<file path="config.mk">
export PLATFORM = sky130hd
export DESIGN_NAME = rst_seq_sync
export DESIGN_NICKNAME = d
export VERILOG_FILES = /design/src/rtl/rst_seq_sync.sv
export SDC_FILE = /design/constraint.sdc
export NUM_CORES = 1
export LEC_CHECK = 0
export CORE_AREA = 3 3 40 42
export DETAILED_ROUTE_END_ITERATION = 7
export DIE_AREA = 0 0 43 45
export GPL_ROUTABILITY_DRIVEN = 0
export GPL_TIMING_DRIVEN = 0
export PLACE_DENSITY = 0.74
export RECOVER_POWER = 25
export SETUP_SLACK_MARGIN = 0.15
export SKIP_LAST_GASP = 1
export SLEW_MARGIN = 10
export SYNTH_ARGS = -nofsm -noshare
export SYNTH_HDL_FRONTEND = slang
export SYNTH_SLANG_ARGS = --single-unit
</file>
<file path="constraint.sdc">
create_clock -name clk -period 2.13 [get_ports clk]
set_clock_uncertainty 0.2 [all_clocks]
set_input_delay 0.213 -clock clk [delete_from_list [all_inputs] [get_ports clk]]
set_output_delay 0.213 -clock clk [all_outputs]
set_load 0.02 [all_outputs]
</file>
<file path="src/rtl/rst_seq_sync.sv">
// rst_seq_sync: multi-channel reset synchroniser with staggered release; define RST_SEQ_CNT_EN to build the sequence counter
module rst_seq_sync #(
  parameter int NUM_STAGES  = 2,
  parameter int NUM_CH      = 3,
  parameter int HOLD_CYCLES = 4,
  parameter int STAGGER     = 2
) (
  input  logic              clk,
  input  logic              rst_n,
  input  logic              sw_rst_req,
  output logic [NUM_CH-1:0] sync_rst,
  output logic              rst_done,
  output logic [7:0]        rst_cnt
);
  localparam int MAXC = HOLD_CYCLES > STAGGER ? HOLD_CYCLES : STAGGER;
  localparam int CW = $clog2(MAXC + 1);
  localparam logic [1:0] S_HOLD    = 2'd0;
  localparam logic [1:0] S_STAGGER = 2'd1;
  localparam logic [1:0] S_DONE    = 2'd2;
  if (NUM_STAGES < 2 || NUM_STAGES > 8) begin : g_bad_stages
    $error("rst_seq_sync: NUM_STAGES must be 2..8");
  end
  if (NUM_CH < 1 || NUM_CH > 16) begin : g_bad_ch
    $error("rst_seq_sync: NUM_CH must be 1..16");
  end
  if (HOLD_CYCLES < 1) begin : g_bad_hold
    $error("rst_seq_sync: HOLD_CYCLES must be >= 1");
  end
  if (STAGGER < 1) begin : g_bad_stagger
    $error("rst_seq_sync: STAGGER must be >= 1");
  end
  logic [NUM_STAGES-1:0] chain;
  logic                  rst_s;
  logic [1:0]            state;
  logic [CW-1:0]         cnt;
  logic [NUM_CH-1:0]     nxt_rst;
  logic                  step;
  logic                  done_set;
  assign rst_s = chain[NUM_STAGES-1];
  // next release pattern shifts one more set bit in from channel 0; step fires when the current wait expires
  always_comb begin
    nxt_rst  = (sync_rst << 1) | NUM_CH'(1);
    step     = rst_s && !sw_rst_req &&
               (state == S_HOLD ? cnt == CW'(HOLD_CYCLES - 1) :
                state == S_STAGGER && cnt == CW'(STAGGER - 1));
    done_set = step && nxt_rst[NUM_CH-1];
  end
  // synchroniser chain plus hold/stagger sequencer; software request overrides any progress on the same edge
  always_ff @(posedge clk or negedge rst_n) begin
    if (!rst_n) begin
      chain    <= '0;
      sync_rst <= '0;
      rst_done <= 1'b0;
      state    <= S_HOLD;
      cnt      <= '0;
    end else begin
      chain <= {chain[NUM_STAGES-2:0], 1'b1};
      if (rst_s && sw_rst_req) begin
        sync_rst <= '0;
        rst_done <= 1'b0;
        state    <= S_HOLD;
        cnt      <= '0;
      end else if (step) begin
        sync_rst <= nxt_rst;
        rst_done <= done_set;
        state    <= done_set ? S_DONE : S_STAGGER;
        cnt      <= '0;
      end else if (rst_s && state != S_DONE) begin
        cnt <= cnt + 1'b1;
      end
    end
  end
`ifdef RST_SEQ_CNT_EN
  // counts completed sequences, saturating; only the async reset clears it
  always_ff @(posedge clk or negedge rst_n) begin
    if (!rst_n) rst_cnt <= 8'h00;
    else if (done_set && rst_cnt != 8'hff) rst_cnt <= rst_cnt + 8'h01;
  end
`else
  assign rst_cnt = 8'h00;
`endif
endmodule

</file>
==> results.sh, run 1 <==
export IMPL_synthArstFlopShare_pct=100.0
export IMPL_placed_area_sq_um=686.9
export IMPL_synthTopCellsByArea="dfrtp_1, buf_4, ha_1, a211oi_1, o21ai_0"
export IMPL_finalCritPeriodShare_pct=85.84
export IMPL_dp_hpwl_um=774.5
export IMPL_synth_cell_types=25
export IMPL_numClockSinks=10
export IMPL_synth_commonest_cells="dfrtp_1, buf_4, inv_1"
export IMPL_p_per_area_mw_per_mm2=916.7
export IMPL_vias=422
export IMPL_r2r_cells=5
export IMPL_synth_top_area_cell="dfrtp_1"
export IMPL_critPathKind="register to register"
export IMPL_post_cts_buffers=0
export IMPL_netlist_area_leader_share_pct=43.01
export IMPL_fp_dieW_um=43
export IMPL_drc=0
export IMPL_cts_root_buf="clkbuf_4"
export IMPL_netlist_instances=58
export IMPL_h_tree_depth=1
export IMPL_crit_fanout=5
export IMPL_drt_total_wl_um=1023
export IMPL_grt_usage_pct=13.34
export IMPL_die_area_sq_mm=0.001935
export IMPL_grt_pass1_vias=407
export IMPL_cts_tree="yes"
export IMPL_area_delta_synth_final_pct=24.30
export IMPL_cts_reportedPaths_clkPinSlew_ns=0.06
export IMPL_dieHeight_um=45
export IMPL_max_freq_mhz=546.9
export IMPL_final_nets=82
export IMPL_hold_viol=0
export IMPL_wire_per_inst_um=11.37
export IMPL_end_kind="register"
export IMPL_rr_endpoint="sync_rst[2]"
export IMPL_layout_drive_gt1_share_pct=24.00
export IMPL_cts_inserted_buffers=3
export IMPL_grt_pass1_wl_um=1787
export IMPL_ir_drop_mv=0.5280
export IMPL_required_ns=2.08
export IMPL_synth_seq_cells=10
export IMPL_r2r_start="cnt[0]"
export IMPL_grt_max_degree=11
export IMPL_synth_most_common_cell="dfrtp_1"
export IMPL_outcome="finished, final reports clean"
export IMPL_holdBufCountCts=0
export IMPL_grt_antenna_before_repair=0
export IMPL_yosys_warnings=0
export IMPL_numPortBuffers=6
export IMPL_clk_latency_ns=0.26
export IMPL_syn_area_per_cell_sq_um=10.03
export IMPL_diodes=0
export IMPL_coreArea_sq_mm=0.001285
export IMPL_cts_buffer_depth=2
export IMPL_fin_setup_tns_ns=0
export IMPL_critPathLaunchType="register"
export IMPL_initial_core_util_pct=45.28
export IMPL_grt_overflow_total=0
export IMPL_rows=13
export IMPL_final_max_slew_viol_count=0
export IMPL_setup_viol=0
export IMPL_io_pins=15
export IMPL_dominantRegCellSynth="dfrtp_1"
export IMPL_maxCapViolCount=0
export IMPL_p_leak_nw=0.3579
export IMPL_rsz0062_at_grt="false"
export IMPL_synth_edf_count=0
export IMPL_reg2reg_slack_ns=0.30
export IMPL_cts_resized=0
export IMPL_hp_class="input pin to async pin"
export IMPL_synth_seq_area_share_pct=43.01
export IMPL_post_route_min_period_ns=1.828
export IMPL_design_area_sq_um=723.2
export IMPL_drt_iter0_drc=6
export IMPL_antenna_left=0
export IMPL_avgViaCountPerCell=4.689
export IMPL_syn_area_sq_um=581.8
export IMPL_drt_pass1_iterations=2
export IMPL_worstPathArrival_ns=1.78
cell families after synthesis:
logic type | Yosys count | share of synthesized area, %
buffers and inverters | 14 | 14.19
other | 2 | 1.291
adder cells (fa/ha/maj) | 3 | 6.452
flip-flops | 10 | 43.01
AO/OA/AOI/OAI | 18 | 22.15
AND/OR/NAND/NOR | 11 | 12.90
through the flow:
step,power (mW),hold slack (ns),worst slack [ns],util [%],std cells
2_1_floorplan,0.4228,-0.2826,0.4023,-,65
3_3_place_gp,0.4915,0.1427,0.3433,53.46,86
3_5_place_dp,0.5014,0.1412,0.3179,53.46,86
6_report,0.6629,0.1297,0.3016,56.28,90
5_1_grt,0.7168,0.1435,0.1694,56.28,90
4_1_cts,0.6729,0.07625,0.2954,56.28,90
layout make-up:
| type | instances | area (sq um) |
|---|---|---|
| buffer | 8 | 60.06 |
| clock buffer | 4 | 36.28 |
| fill | 121 | 561.8 |
| inverter | 6 | 22.52 |
| multi-input combinational | 41 | 275.3 |
| sequential | 10 | 250.2 |
| tap | 15 | 18.77 |
| timing repair buffer | 6 | 60.06 |
worst max path at each step:
| stage | startpoint | endpoint | slack, ns |
|---|---|---|---|
| 2_1_floorplan | cnt[0] | sync_rst[2] | 0.40 |
| 3_3_place_gp | cnt[0] | sync_rst[2] | 0.34 |
| 3_5_place_dp | cnt[0] | sync_rst[2] | 0.32 |
| 4_1_cts | cnt[0] | sync_rst[2] | 0.30 |
| 5_1_grt | cnt[0] | cnt[1] | 0.17 |
| 6_report | cnt[0] | sync_rst[2] | 0.30 |
metal layers:
metal,up-vias,global-route usage [%],wire length [um]
met1,185,13.57,391
met4,0,9.036,24
met5,-,0,0
met3,4,5.976,71
li1,221,-,-
met2,12,22.16,535
flip-flops by register name, summed over array words and instances (netlist names):
register	flops
state	1
cnt	3
rst_done	1
chain	2
sync_rst	3
placed cells by master (no fill, tap or decap):
cell and instances:
nor2b_1 2, o21a_2 1, buf_4 8, o21ai_1 2, o2111ai_1 1, nor2_1 1, a21oi_1 2, o221ai_1 1
o21ai_0 4, clkdlybuf4s50_1 5, and2b_4 1, inv_1 5, a211o_1 1, a211oi_2 1, nor2b_2 1, o211ai_1 1
and3b_1 1, inv_2 1, clkbuf_4 3, o2111a_1 1, clkbuf_8 1, ha_1 3, or3_1 3, nand2_1 1
dlygate4sd3_1 1, dfrtp_1 10, a211oi_1 3, and2b_2 1, conb_1 9
where the power goes:
part / leakage, nW / total, mW / switching [mW] / internal, mW
Clock: 0.0210 / 0.166 / 0.0619 / 0.104
Sequential: 0.131 / 0.277 / 0.0421 / 0.235
Combinational: 0.206 / 0.220 / 0.111 / 0.109
Total: 0.358 / 0.663 / 0.215 / 0.448
worst max-delay path: stages (launching register included):
cell      delay, ns
dfrtp_1        0.40
ha_1           0.22
ha_1           0.19
nor2b_2        0.19
o2111a_1       0.25
a211o_1        0.26
Note: power is estimated with default switching activity, not from simulation.
==> inputs of run 2 (changes only) <==
--- a/config.mk
+++ b/config.mk
@@ -13,7 +13,6 @@
 export PLACE_DENSITY = 0.74
 export RECOVER_POWER = 25
 export SETUP_SLACK_MARGIN = 0.15
-export SKIP_LAST_GASP = 1
 export SLEW_MARGIN = 10
 export SYNTH_ARGS = -nofsm -noshare
 export SYNTH_HDL_FRONTEND = slang
==> results of run 2 <==
Same layout as run 1: the final DEF is identical, and so are final timing and power.
